## src/rtl/dmem_dump_pkg.sv

```systemverilog
// Shared definitions for the data-memory dump engine: word type, width and FSM states.
package dmem_dump_pkg;

  localparam int WORD_W = 17;

  typedef logic [WORD_W-1:0] word_t;

  typedef enum logic [1:0] {
    IDLE  = 2'd0,
    FETCH = 2'd1,
    SEND  = 2'd2,
    DONE  = 2'd3
  } state_t;

endpackage

```

## src/rtl/dmem_dump.sv

```systemverilog
// Data-memory dump engine: walks words 0..DEPTH-1 through a dedicated
// combinational read port and streams (address, word) over valid/ready.
// Optional feature macro: DMEM_DUMP_SKIP_ZERO_EN -- zero words below the
// terminal address are skipped instead of presented.
module dmem_dump
  import dmem_dump_pkg::*;
#(
  parameter int DEPTH = 128
) (
  input  logic              clk,
  input  logic              reset,
  input  logic              start,
  output logic              busy,
  output logic              done,
  output logic [WORD_W-1:0] mem_addr,
  input  logic [WORD_W-1:0] mem_rd,
  output logic              dout_valid,
  input  logic              dout_ready,
  output logic [WORD_W-1:0] dout_data,
  output logic [WORD_W-1:0] dout_addr,
  output logic              dout_last
);

  // Terminal address; the counter stops here and never wraps.
  localparam word_t LAST_ADDR = word_t'(DEPTH - 1);
  localparam word_t ONE       = word_t'(1);
  localparam word_t ZERO      = word_t'(0);

  state_t state_r, next_state_s;
  word_t  cnt_r,   cnt_s;
  word_t  data_r,  data_s;
  word_t  addr_r,  addr_s;
  logic   last_r,  last_s;
  logic   valid_r;
  logic   busy_r;
  logic   done_r;
  logic   accept_s;
  logic   at_end_s;
  logic   skip_s;

  // Next-state, counter and capture logic for the dump walk.
  always_comb begin
    next_state_s = state_r;
    cnt_s        = cnt_r;
    data_s       = data_r;
    addr_s       = addr_r;
    last_s       = last_r;
    accept_s     = valid_r && dout_ready;
    at_end_s     = (cnt_r == LAST_ADDR);
`ifdef DMEM_DUMP_SKIP_ZERO_EN
    skip_s       = (mem_rd == ZERO) && !at_end_s;
`else
    skip_s       = 1'b0;
`endif

    case (state_r)
      IDLE: begin
        if (start) begin
          cnt_s        = ZERO;
          next_state_s = FETCH;
        end else begin
          next_state_s = IDLE;
        end
      end
      FETCH: begin
        if (skip_s) begin
          // Zero word not presented: advance and fetch the next address.
          cnt_s        = cnt_r + ONE;
          next_state_s = FETCH;
        end else begin
          data_s       = mem_rd;
          addr_s       = cnt_r;
          last_s       = at_end_s;
          next_state_s = SEND;
        end
      end
      SEND: begin
        if (accept_s) begin
          if (last_r) begin
            next_state_s = DONE;
          end else begin
            cnt_s        = cnt_r + ONE;
            next_state_s = FETCH;
          end
        end else begin
          next_state_s = SEND;
        end
      end
      DONE: begin
        next_state_s = IDLE;
      end
      default: begin
        next_state_s = IDLE;
      end
    endcase
  end

  // State, counter and output registers; status flags are decoded from the next state
  // so that every output is a flop.
  always_ff @(posedge clk or posedge reset) begin
    if (reset) begin
      state_r <= IDLE;
      cnt_r   <= ZERO;
      data_r  <= ZERO;
      addr_r  <= ZERO;
      last_r  <= 1'b0;
      valid_r <= 1'b0;
      busy_r  <= 1'b0;
      done_r  <= 1'b0;
    end else begin
      state_r <= next_state_s;
      cnt_r   <= cnt_s;
      data_r  <= data_s;
      addr_r  <= addr_s;
      last_r  <= last_s;
      valid_r <= (next_state_s == SEND);
      busy_r  <= (next_state_s != IDLE);
      done_r  <= (next_state_s == DONE);
    end
  end

  assign mem_addr   = cnt_r;
  assign busy       = busy_r;
  assign done       = done_r;
  assign dout_valid = valid_r;
  assign dout_data  = data_r;
  assign dout_addr  = addr_r;
  assign dout_last  = last_r;

endmodule

```

## config.mk

```make
export PLATFORM = sky130hd
export DESIGN_NAME = dmem_dump
export DESIGN_NICKNAME = d
export VERILOG_FILES = /design/src/rtl/dmem_dump_pkg.sv /design/src/rtl/dmem_dump.sv
export SDC_FILE = /design/constraint.sdc
export NUM_CORES = 1
export LEC_CHECK = 0
export BUFFER_PORTS_ARGS = -buffer_cell sky130_fd_sc_hd__clkbuf_2
export CORE_UTILIZATION = 46
export DETAILED_ROUTE_END_ITERATION = 12
export MAX_ROUTING_LAYER = met4
export PLACE_DENSITY = 0.84
export SLEW_MARGIN = 20
export SYNTH_ARGS = -nofsm -noshare
export SYNTH_HDL_FRONTEND = slang
export SYNTH_SLANG_ARGS = --single-unit
```

## constraint.sdc

```tcl
create_clock -name clk -period 1.6 [get_ports clk]
set_clock_uncertainty 0.05 [all_clocks]
set_input_delay 0.08 -clock clk [delete_from_list [all_inputs] [get_ports clk]]
set_output_delay 0.08 -clock clk [all_outputs]
set_load 0.01 [all_outputs]
```

== After elaboration in Yosys (flattened, before gate mapping) ==
Index checks and enable logic that the tools add are counted.

* Add/subtract/negate cells: 1
* Equality and inequality tests: 9
* Mux-type cells: 8
* Reduce and logical (&&, ||, !) cells: 5

{| class="wikitable"
|+ Operators by type and width
! kind !! number
|-
| $mux 17 || 3
|-
| $pmux 17 s2 || 1
|-
| $add 17x1->17 const B || 1
|-
| $eq 17x7->1 const B || 1
|-
| $eq 2x2->1 const B || 4
|-
| $pmux 2 s4 || 1
|-
| $ne 2x2->1 const B || 3
|-
| $mux 2 || 2
|-
| $reduce_and 4->1 || 1
|-
| $reduce_bool 2->1 || 2
|-
| $eq 2x1->1 const B || 1
|-
| $logic_not 2->1 || 1
|-
| $logic_and 1x1->1 || 1
|-
| $mux 1 || 1
|}

* Register bits after elaboration: 57
* Bits of input ports: 21

== Logic depth before layout (Yosys ltp) ==
* Depth after elaboration: 4
* Depth in mapped cells: 6

== Worst setup path before layout ==
No wires, ideal clock.

* Kind: register -> register
* Start: register cnt_r[0], in the netlist mem_addr[0]
* End: register cnt_r[10], in the netlist mem_addr[10]
* Setup time: 119 ps
* Arrival time: 1,330 ps
* Data required time: 1,431 ps
* Path slack: 101 ps
* Cell stages (with the launch flop): 6
* Path buffers: 0
* Period minus slack after synthesis: 1,499 ps
* Cell sequence: dfrtp_1 -> ha_1 -> nand4b_1 -> a2111oi_4 -> xnor2_1 -> nor2_1

* Word-level cells in the longest chain between the ends: 4

{| class="wikitable"
|+ RTL lines
! item !! RTL line !! source
|-
| from (decl) || dmem_dump.sv:30 || <nowiki>word_t cnt_r, cnt_s;</nowiki>
|-
| from (signal assigned) || dmem_dump.sv:112 || <nowiki>cnt_r <= cnt_s;</nowiki>
|-
| $add 17x1->17 || dmem_dump.sv:82 || <nowiki>cnt_s = cnt_r + ONE;</nowiki>
|-
| $mux 17 || dmem_dump.sv:79 || <nowiki>if (last_r) begin</nowiki>
|-
| $mux 17 || dmem_dump.sv:78 || <nowiki>if (accept_s) begin</nowiki>
|-
| $pmux 17 s2 || dmem_dump.sv:56 || <nowiki>case (state_r)</nowiki>
|}

Every way passes these cells. The select of a mux whose other input is x is not followed.
A chain may end at the register's enable or synchronous reset.

== Worst setup path after layout ==
* Start: register cnt_r[0], in the netlist mem_addr[0]
* End: register cnt_r[15], in the netlist mem_addr[15]

The elaborated chain is that of the path after synthesis.

==> impl_metrics.csv <==
group,metric,value,unit
synth,synth.cell_area,2500,um2
floorplan,initial_utilization,0.484,
detailed_routing,drt-initial-drc-count,145,
pwr,vdd.ir_drop.worst,0.00119,V
final_layout,regArea,1430,um2
synth,syn_nets,230,
setup_path,crit_arrival,1780,ps
global_route,grt_max_degree,25,
detailed_routing,ant_nets,0,
sta,slew_headroom,0.719,
sta,finalCriticalPeriod,1610,ps
detailed_routing,vias,2072,
sta,hold_viol_final,0,
sta,final-max-slew-violation-count,0,
pwr,powerDensity,1390,nW/um2
setup_path,worst_ep_required_time,1770,ps
sta,rsz0062_at_grt,"yes",
setup_path,path_class,"register to register",
run,drv_cap,0,
final_layout,layout.nets,348,
global_route,grt_pass1_wl,9.27,mm
floorplan,dieArea,5740,um2
floorplan,rows,26,
synth,yosys.area_share.adder,0.00500,
global_route,grt_util_all_layers,0.233,
detailed_routing,routedWlPerCell,15.0,um
detailed_routing,via_per_inst,5.17,
pwr,leakage,1.76,nW
synth,synthXorXnorAreaFrac,0.0210,
sta,max_slew.worst_pin.slew,417,ps
final_layout,drive_gt1_frac,0.489,
min_path,min-delay-start,"dout_ready",
floorplan,core_area,5170,um2
global_route,antenna_found_initial,0,
final_layout,area_growth,41.4,%
detailed_routing,remaining_drc_errors,0,
synth,postSynth.asyncResetShare,1.00,
setup_path,critical_path.top_delay_family,"compound AO/OA/AOI/OAI gates",
clocking,cts_buffers,9,
floorplan,ios,76,
clocking,cts.sinks,57,
sta,whs,153,ps
final_layout,nFillCells,378,
detailed_routing,dr.pass1.iters,4,
clocking,h-tree-depth,3,
clocking,cts_tree,"done",
clocking,cts_buffer_depth,2,
final_layout,antenna_cells,0,
synth,synth_top_family_by_area,"multiplexers",
sta,post-route-period-util,1.00,
min_path,hold_path_class,"input pin to register",
synth,yosys_warnings,0,
synth,ys_seq_area_frac,0.570,
sta,setup_viol_count_final,1,
setup_path,cp_slowest_cell,"dfrtp_1",
setup_path,timing.critical_path.buf_inv,1,
setup_path,reg2reg_setup_slack,-5,ps
final_layout,fin_cells,401,
synth,synth-compound-area-share,0.0950,
placement,dp_hpwl,3.96,mm
setup_path,crit_chain,"buf_4, nand4b_1, a21oi_4, a31oi_2, a41o_1",
detailed_routing,drt_wl_total,6.00,mm
global_route,grt_pass1_vias,2002,
clocking,clkTransAtPathRegs,70,ps
final_layout,multi_input_area,1040,um2
setup_path,startpoint_type,"register",
setup_path,cpPeakStageDelay,400,ps
setup_path,r2r_start,"mem_addr[0]$_DFFE_PP0P_",
clocking,clock_latency,330,ps
placement,placed_area,3100,um2
clocking,cts_root_buffer,"clkbuf_8",
synth,synth-edff-count,0,
floorplan,die-height,75.8,um
run_status,status,"finished, violations left",
synth,synth_seq_cells,57,
placement,gp_congestion,0.885,
placement,io_buffers,75,
synth,synthSimpleGateAreaFrac,0.133,
placement,place_inst,365,
synth,synth_cell_types,39,
setup_path,critPathMaxFanout,7,
global_route,grt_overflow,0,
synth,post_synth.cell_area_avg,12.0,um2
floorplan,die_w,75.8,um
sta,fmax,623,MHz
synth,synthMuxAreaShare,0.142,
synth,ys.flop_type,"dfrtp_1",
run_status,violations,"setup timing",
final_layout,stdcell_area,3540,um2
sta,setup_ws,-5.05,ps
setup_path,end_kind,"register",
synth,synth_cells,208,
final_layout,final_util,0.685,
setup_path,crit_start,"mem_addr[0]$_DFFE_PP0P_",
-- cell usage in the layout (no fill, tap or decap), types with 2 or more instances in the layout --
master	instances
a21oi_2	2
a31o_2	5
clkbuf_2	76
mux2_2	29
nand4b_1	2
clkbuf_8	11
nor2_1	14
inv_1	8
dlygate4sd3_1	18
xnor2_1	6
and2_1	3
a21oi_1	5
nand2_1	18
dfrtp_1	56
buf_4	21
o21ai_0	7
nand3_1	4
nand4_1	8
mux2i_1	3
a21oi_4	2
a211oi_1	4
-- report_power, final --
part	switching [W]	internal, W	leakage [nW]	total [W]
clock	0.000583	0.000805	0.103	0.00139
sequential	0.000192	0.00177	0.747	0.00196
combinational	0.000796	0.000791	0.910	0.00159
-- synthesized netlist by cell type (2+ instances only) --
cell | n | area share
a211oi_1 | 4 | 0.012
a21oi_1 | 7 | 0.014
a31o_2 | 5 | 0.017
and2_1 | 3 | 0.0075
buf_2 | 3 | 0.0060
buf_4 | 2 | 0.0060
clkbuf_1 | 3 | 0.0045
clkbuf_2 | 2 | 0.0040
dfrtp_1 | 57 | 0.57
inv_1 | 9 | 0.013
mux2_2 | 29 | 0.13
mux2i_1 | 3 | 0.012
nand2_1 | 18 | 0.027
nand2b_1 | 3 | 0.0075
nand3_1 | 4 | 0.0080
nand4_1 | 8 | 0.020
nand4b_1 | 2 | 0.0070
nor2_1 | 14 | 0.021
o21ai_0 | 7 | 0.014
xnor2_1 | 6 | 0.021
-- cell families after synthesis --
| logic type | Yosys count |
|---|---|
| AND/OR/NAND/NOR | 62 |
| XOR/XNOR | 6 |
| buffers and inverters | 19 |
| flip-flops | 57 |
| AO/OA/AOI/OAI | 31 |
| adder cells (fa/ha/maj) | 1 |
| multiplexers | 32 |
-- repair_timing --
item / in CTS / in global routing
buffers inserted: 1 / 1
gates cloned: 0 / 0
endpoints found under the hold margin: 33 / 0
pin swaps: 0 / 5
resized for setup: 2 / 8
hold buffers: 18 / 0
setup endpoints to repair: 9 / 8
-- flip-flops by register name, summed over array words and instances, names as in the netlist --
register and count:
dout_addr 17, dout_data 17, mem_addr 17, state_r 2, busy 1, done 1
dout_last 1, dout_valid 1
-- final timing paths --
check / end / cells past startpoint
min: done$_DFF_PP0_ / 4
max in group asynchronous: state_r[0]$_DFF_PP0_ / 4
min reg2reg: dout_addr[12]$_DFFE_PP0N_ / 2
max reg2reg: mem_addr[15]$_DFFE_PP0P_ / 5
min in group asynchronous: dout_data[16]$_DFFE_PP0N_ / 3
max: mem_addr[15]$_DFFE_PP0P_ / 5
-- routing by layer --
layer	wire, um	track usage	part of all wire
met1	2590	0.271	0.43
met2	3030	0.383	0.50
met3	233	0.0463	0.039
met4	148	0.117	0.025
met5	0	-	0
-- cell type report --
| cell class | instances | area share |
|---|---|---|
| clock buffers | 12 | 0.0438 |
| repair buffers | 117 | 0.212 |
| inverters | 9 | 0.00954 |
| flip-flops and latches | 57 | 0.403 |
| clock inverters | 4 | 0.0145 |
| multi-input cells | 132 | 0.293 |
| well taps | 70 | 0.0247 |
-- worst reg2reg max path, stage by stage, from the launching register on --
cell and delay [ps]:
dfrtp_1 400, buf_4 150, nand4b_1 220, a21oi_4 290, a31oi_2 150, a41o_1 230
-- through the flow --
step                      TNS [ps]  worst slack, ps  total power, W
after floorplan                  0             70.4         0.00288
after global placement       -9.34            -9.34         0.00342
after detailed placement      -301            -93.2         0.00349
after CTS                        0             25.2         0.00491
after global routing          -101            -54.3         0.00520
final                        -5.05            -5.05         0.00494
No activity file was read; power rests on OpenSTA's default activity.
